## config.mk

```make
export PLATFORM = sky130hd
export DESIGN_NAME = dev_bus_arbiter
export DESIGN_NICKNAME = d
export VERILOG_FILES = /design/src/rtl/dev_bus_arbiter_pkg.sv /design/src/rtl/dev_bus_arbiter_rr_arb2.sv /design/src/rtl/dev_bus_arbiter.sv
export SDC_FILE = /design/constraint.sdc
export NUM_CORES = 1
export LEC_CHECK = 0
export ABC_AREA = 1
export CAP_MARGIN = 20
export CORE_ASPECT_RATIO = 0.75
export CORE_MARGIN = 2
export CORE_UTILIZATION = 38
export DETAILED_ROUTE_END_ITERATION = 6
export GPL_ROUTABILITY_DRIVEN = 1
export GPL_TIMING_DRIVEN = 0
export PLACE_DENSITY = 0.75
export SYNTH_ARGS = -nofsm -noshare
export SYNTH_HDL_FRONTEND = slang
export SYNTH_SLANG_ARGS = --single-unit
```

## constraint.sdc

```tcl
create_clock -name clk -period 8 [get_ports clk]
set_input_delay 1.2 -clock clk [delete_from_list [all_inputs] [get_ports clk]]
set_output_delay 1.2 -clock clk [all_outputs]
set_load 0.05 [all_outputs]
```

## src/rtl/dev_bus_arbiter_pkg.sv

```systemverilog
// Shared definitions for the two-master device bus arbiter: FSM encodings,
// arbitration reset value and the device address windows behind the bridge.
package dev_bus_arbiter_pkg;

   typedef enum logic [1:0] {
      S_IDLE = 2'd0,
      S_XFER = 2'd1,
      S_RESP = 2'd2
   } state_t;

   // Master 0 wins the first tie because last starts pointing at master 1.
   localparam logic LAST_RESET = 1'b1;

   localparam logic [31:0] DEV0_BASE = 32'h0000_7F00;
   localparam logic [31:0] DEV0_TOP  = 32'h0000_7F0B;
   localparam logic [31:0] DEV1_BASE = 32'h0000_7F10;
   localparam logic [31:0] DEV1_TOP  = 32'h0000_7F1B;

   function automatic logic in_dev_window(input logic [31:0] addr);
      return ((addr >= DEV0_BASE) && (addr <= DEV0_TOP)) ||
             ((addr >= DEV1_BASE) && (addr <= DEV1_TOP));
   endfunction

endpackage

```

## src/rtl/dev_bus_arbiter_rr_arb2.sv

```systemverilog
// Combinational two-way round-robin picker: on a tie the master that did not
// win last time is chosen.
module rr_arb2 (
   input  logic [1:0] req,
   input  logic       last,
   output logic       gnt_valid,
   output logic       gnt_id
);

   always_comb begin
      gnt_valid = |req;
      gnt_id    = 1'b0;
      if (req == 2'b11) begin
         gnt_id = ~last;
      end else if (req[1]) begin
         gnt_id = 1'b1;
      end
   end

endmodule

```

## src/rtl/dev_bus_arbiter.sv

```systemverilog
// Shares the device bridge between two masters; each access is a registered
// IDLE -> XFER -> RESP sequence with round-robin grant on ties.
module dev_bus_arbiter #(
   parameter int AW = 32,
   parameter int DW = 32
) (
   input  logic          clk,
   input  logic          reset,
   input  logic          m0_req,
   input  logic [AW-1:0] m0_addr,
   input  logic          m0_we,
   input  logic [DW-1:0] m0_wd,
   output logic          m0_done,
   output logic [DW-1:0] m0_rd,
   input  logic          m1_req,
   input  logic [AW-1:0] m1_addr,
   input  logic          m1_we,
   input  logic [DW-1:0] m1_wd,
   output logic          m1_done,
   output logic [DW-1:0] m1_rd,
   output logic [AW-1:0] pr_addr,
   output logic          pr_we,
   output logic [DW-1:0] pr_wd,
   input  logic [DW-1:0] pr_rd
);
   import dev_bus_arbiter_pkg::*;

   state_t        state_q, state_d;
   logic          last_q, last_d;
   logic          owner_q, owner_d;
   logic [AW-1:0] addr_q, addr_d;
   logic          we_q, we_d;
   logic [DW-1:0] wd_q, wd_d;
   logic          m0_done_q, m0_done_d;
   logic          m1_done_q, m1_done_d;
   logic [DW-1:0] m0_rd_q, m0_rd_d;
   logic [DW-1:0] m1_rd_q, m1_rd_d;

   logic          gnt_valid;
   logic          gnt_id;

   rr_arb2 u_rr_arb2 (
      .req       ({m1_req, m0_req}),
      .last      (last_q),
      .gnt_valid (gnt_valid),
      .gnt_id    (gnt_id)
   );

   always_comb begin
      state_d   = state_q;
      last_d    = last_q;
      owner_d   = owner_q;
      addr_d    = addr_q;
      we_d      = we_q;
      wd_d      = wd_q;
      m0_done_d = 1'b0;
      m1_done_d = 1'b0;
      m0_rd_d   = m0_rd_q;
      m1_rd_d   = m1_rd_q;

      case (state_q)
         S_IDLE: begin
            if (gnt_valid) begin
               state_d = S_XFER;
               owner_d = gnt_id;
               last_d  = gnt_id;
               if (gnt_id) begin
                  addr_d = m1_addr;
                  we_d   = m1_we;
                  wd_d   = m1_wd;
               end else begin
                  addr_d = m0_addr;
                  we_d   = m0_we;
                  wd_d   = m0_wd;
               end
            end
         end

         // Bridge read data is captured on writes too; masters simply ignore it.
         S_XFER: begin
            state_d = S_RESP;
            addr_d  = '0;
            we_d    = 1'b0;
            wd_d    = '0;
            if (owner_q) begin
               m1_rd_d   = pr_rd;
               m1_done_d = 1'b1;
            end else begin
               m0_rd_d   = pr_rd;
               m0_done_d = 1'b1;
            end
         end

         S_RESP: begin
            state_d = S_IDLE;
         end

         default: begin
            state_d = S_IDLE;
            addr_d  = '0;
            we_d    = 1'b0;
            wd_d    = '0;
         end
      endcase
   end

   always_ff @(posedge clk or posedge reset) begin
      if (reset) begin
         state_q   <= S_IDLE;
         last_q    <= LAST_RESET;
         owner_q   <= 1'b0;
         addr_q    <= '0;
         we_q      <= 1'b0;
         wd_q      <= '0;
         m0_done_q <= 1'b0;
         m1_done_q <= 1'b0;
         m0_rd_q   <= '0;
         m1_rd_q   <= '0;
      end else begin
         state_q   <= state_d;
         last_q    <= last_d;
         owner_q   <= owner_d;
         addr_q    <= addr_d;
         we_q      <= we_d;
         wd_q      <= wd_d;
         m0_done_q <= m0_done_d;
         m1_done_q <= m1_done_d;
         m0_rd_q   <= m0_rd_d;
         m1_rd_q   <= m1_rd_d;
      end
   end

   assign pr_addr = addr_q;
   assign pr_we   = we_q;
   assign pr_wd   = wd_q;
   assign m0_done = m0_done_q;
   assign m1_done = m1_done_q;
   assign m0_rd   = m0_rd_q;
   assign m1_rd   = m1_rd_q;

endmodule

```

==> impl_metrics.csv <==
group,metric,value,unit
synthesis,yosysSeqAreaShare,53.16,%
detailed_routing,vias,6437,
synthesis,synthCells,826,
global_routing,grt.busiest_layer,"met2",
global_routing,grtUsageMet2,37.50,%
synthesis,async_flop_share,100.0,%
setup_path,worstPathRequired,6800,ps
clock_tree,clkSlewWorstSetupHoldPaths,60,ps
synthesis,synth.most_common_cell,"nand2_1",
final_layout,fin_util,62.79,%
final_layout,nFillCells,1421,
setup_path,cp_num_buf_inv,1,
worst_hold_path,hold_class,"reg2reg",
synthesis,synth.cell_area,6357,um2
setup_path,cp_slowest_stage_delay,860,ps
synthesis,ys.flop_type,"dfrtp_1",
synthesis,synth_common_cells,"nand2_1, nand3_1, inv_1, dfrtp_1, o21ai_0",
setup_path,crit_path_top_delay_cell,"clkdlybuf4s50_1",
synthesis,yosys_warnings,0,
placed_design,post-dp-hpwl,15.62,mm
timing,fin_crit,2835,ps
timing,maxSlewViolCount,0,
pwr,leakagePower,5.261,nW
timing,setup_viol,0,
global_routing,grt_max_degree,72,
clock_tree,clk-insertion-delay-late,420,ps
global_routing,antenna_found_initial,0,
setup_path,critPathKind,"reg2out",
setup_path,r2r_cells,6,
global_routing,grt_usage,23.67,%
floorplanning,core-area,16220,um2
setup_path,start_kind,"flip-flop",
synthesis,ys_ff_latch,135,
detailed_routing,vias_per_cell,4.716,
timing,timing.slew.headroom,59.89,%
setup_path,r2r_start,"state_q[0]",
detailed_routing,routed_wl,20.89,mm
synthesis,yosys.area.top_type,"dfrtp_1",
final_layout,finalNonFillerCells,1365,
detailed_routing,drtPass1Iterations,5,
floorplanning,ioPinCount,297,
synthesis,synth_edf_count,0,
final_layout,areaGrowthSynthToFinish,60.15,%
synthesis,ys_types,13,
setup_path,cp_max_fo,2,
detailed_routing,drt_iter0_drc,439,
pwr,ir_drop,0.0001900,V
setup_path,r2r_slack,6380,ps
final_layout,n_antenna_cell,0,
floorplanning,row_count,40,
clock_tree,clkSinkCount,135,
run,drv_cap,0,
detailed_routing,route.detailed.drc,0,
timing,rsz0062_at_grt,"no",
setup_path,worstPathCellList,"clkdlybuf4s50_1",
floorplanning,dieArea,17790,um2
final_layout,drive_above_1_share,6.234,%
setup_path,endpoint,"pr_wd[29]",
synthesis,synth.net_count,992,
timing,finalCritPeriodShare,35.44,%
detailed_routing,ant_nets,0,
synthesis,synth_area_per_cell,7.697,um2
timing,hold_viol,0,
timing,worst_slew_pin_slew,601.7,ps
placed_design,io_buffer_count,296,
final_layout,nNetsFinal,1308,
setup_path,path_depth,1,
global_routing,met1_usage,31.23,%
clock_tree,cts_root_buf,"clkbuf_16",
timing,fin_skew,11.37,ps
placed_design,dp.cells,1333,
floorplanning,start_util,39.21,%
synthesis,synth.area.top_cells,"dfrtp_1, nand3_1, nand2_1, inv_1, o21ai_0",
floorplanning,die_x,153.4,um
clock_tree,cts_tree,"built",
clock_tree,cts_made_buffers,17,
global_routing,grt_pass1_vias,6428,
global_routing,met3_usage,6.956,%
synthesis,synth.top_cell.area_share,52.75,%
placed_design,gp_congestion,0.8445,
clock_tree,cts_max_level,4,
clock_tree,cts_setup_buffers,0,
setup_path,crit_path_end_kind,"primary output",
detailed_routing,wl_per_cell,15.30,um
clock_tree,ctsResizeCount,0,
setup_path,critPathLaunch,"pr_wd[29]",
timing,fmax,352.7,MHz
pwr,power.density,433.9,nW/um2
clock_tree,hold_buffers,0,
outcome,outcome,"finished, final reports clean",
clock_tree,clock_path_buffers,2,
setup_path,arrival,1640,ps
global_routing,grt_pass1_wl,33.23,mm
timing,setup_tns,0,ps
setup_path,worstReg2RegEnd,"m1_rd[16]",
floorplanning,die_h,116.0,um
global_routing,overflow,0,
setup_path,crit_family,"buffers and inverters",
-- metrics by stage --
step,setup WS (ps),instance area (um2),power (mW),hold WS (ps)
finish,5165,10180,4.418,469.4
global route,5130,10180,4.644,479.7
CTS,5153,10180,4.440,466.7
detailed placement,5120,9615,3.677,447.7
global placement,1188,9583,3.645,450.0
floorplan,3191,6357,2.737,429.8
-- logic make-up (layout without fill, tap and decap cells) --
kind of cell	Yosys count	count (layout)	share of synthesized area, %
AO/OA/AOI/OAI	67	67	5.275
buffers and inverters	225	554	14.09
flip-flops	135	135	53.16
AND/OR/NAND/NOR	399	399	27.47
-- cell usage in the layout, fill, tap and decap left out --
| cell type | n |
|---|---|
| buf_1 | 3 |
| nand3_1 | 195 |
| buf_4 | 3 |
| o21ai_0 | 64 |
| clkdlybuf4s50_1 | 296 |
| inv_8 | 1 |
| clkbuf_1 | 18 |
| clkinv_2 | 4 |
| o21ai_1 | 3 |
| nor2_2 | 2 |
| inv_1 | 168 |
| dfrtp_1 | 134 |
| nand2_1 | 201 |
| bufinv_16 | 1 |
| dfstp_2 | 1 |
| clkinvlp_4 | 4 |
| clkbuf_8 | 1 |
| clkbuf_16 | 17 |
| inv_6 | 2 |
| buf_16 | 1 |
| buf_2 | 32 |
| clkinv_4 | 3 |
| nor2_1 | 1 |
-- flip-flops by register name, indices dropped and copies added, names as in the netlist --
signal and cells:
m0_rd 32, m1_done 1, pr_wd 32, last_q 1, m1_rd 32, m0_done 1, state_q 2, pr_addr 32
pr_we 1, owner_q 1
-- worst reg2reg max path: stages, from the launching register on --
cell and delay (ps):
dfrtp_1 350, inv_1 110, nor2_2 60, nand2_1 90, buf_2 240, clkbuf_1 430, o21ai_0 190
-- where the power goes --
| part | switching [mW] | total (mW) | internal (mW) | leakage, nW |
|---|---|---|---|---|
| combinational | 1.73 | 2.51 | 0.784 | 3.29 |
| sequential | 0.163 | 1.15 | 0.992 | 1.70 |
| clock | 0.313 | 0.750 | 0.437 | 0.270 |
| total | 2.20 | 4.42 | 2.21 | 5.26 |
-- per-layer routing --
layer,routed length [um],vias to the layer above
met5,0,-
met4,492,0
met3,1490,38
met2,9492,250
li1,-,3187
met1,9412,2962
-- cell type report --
class                      instances  area, um2  area share, %
tap                              210      262.8          2.581
sequential                       135       3379          33.19
clock inverter                    14      126.4          1.241
buffer                            56      261.5          2.569
clock buffer                      18      439.2          4.314
multi-input combinational        466       2082          20.45
timing repair buffer             297       2990          29.37
inverter                         169      639.4          6.280
-- worst min path at each step --
stage,from,end,slack (ps),depth (start not counted)
2_1_floorplan,state_q[1],state_q[1],430,1
3_3_place_gp,state_q[1],state_q[1],450,1
3_5_place_dp,state_q[1],state_q[1],450,1
4_1_cts,state_q[1],state_q[1],470,1
5_1_grt,state_q[1],state_q[1],480,1
6_report,state_q[1],state_q[1],470,1
Power figures use the tool's default switching activity.
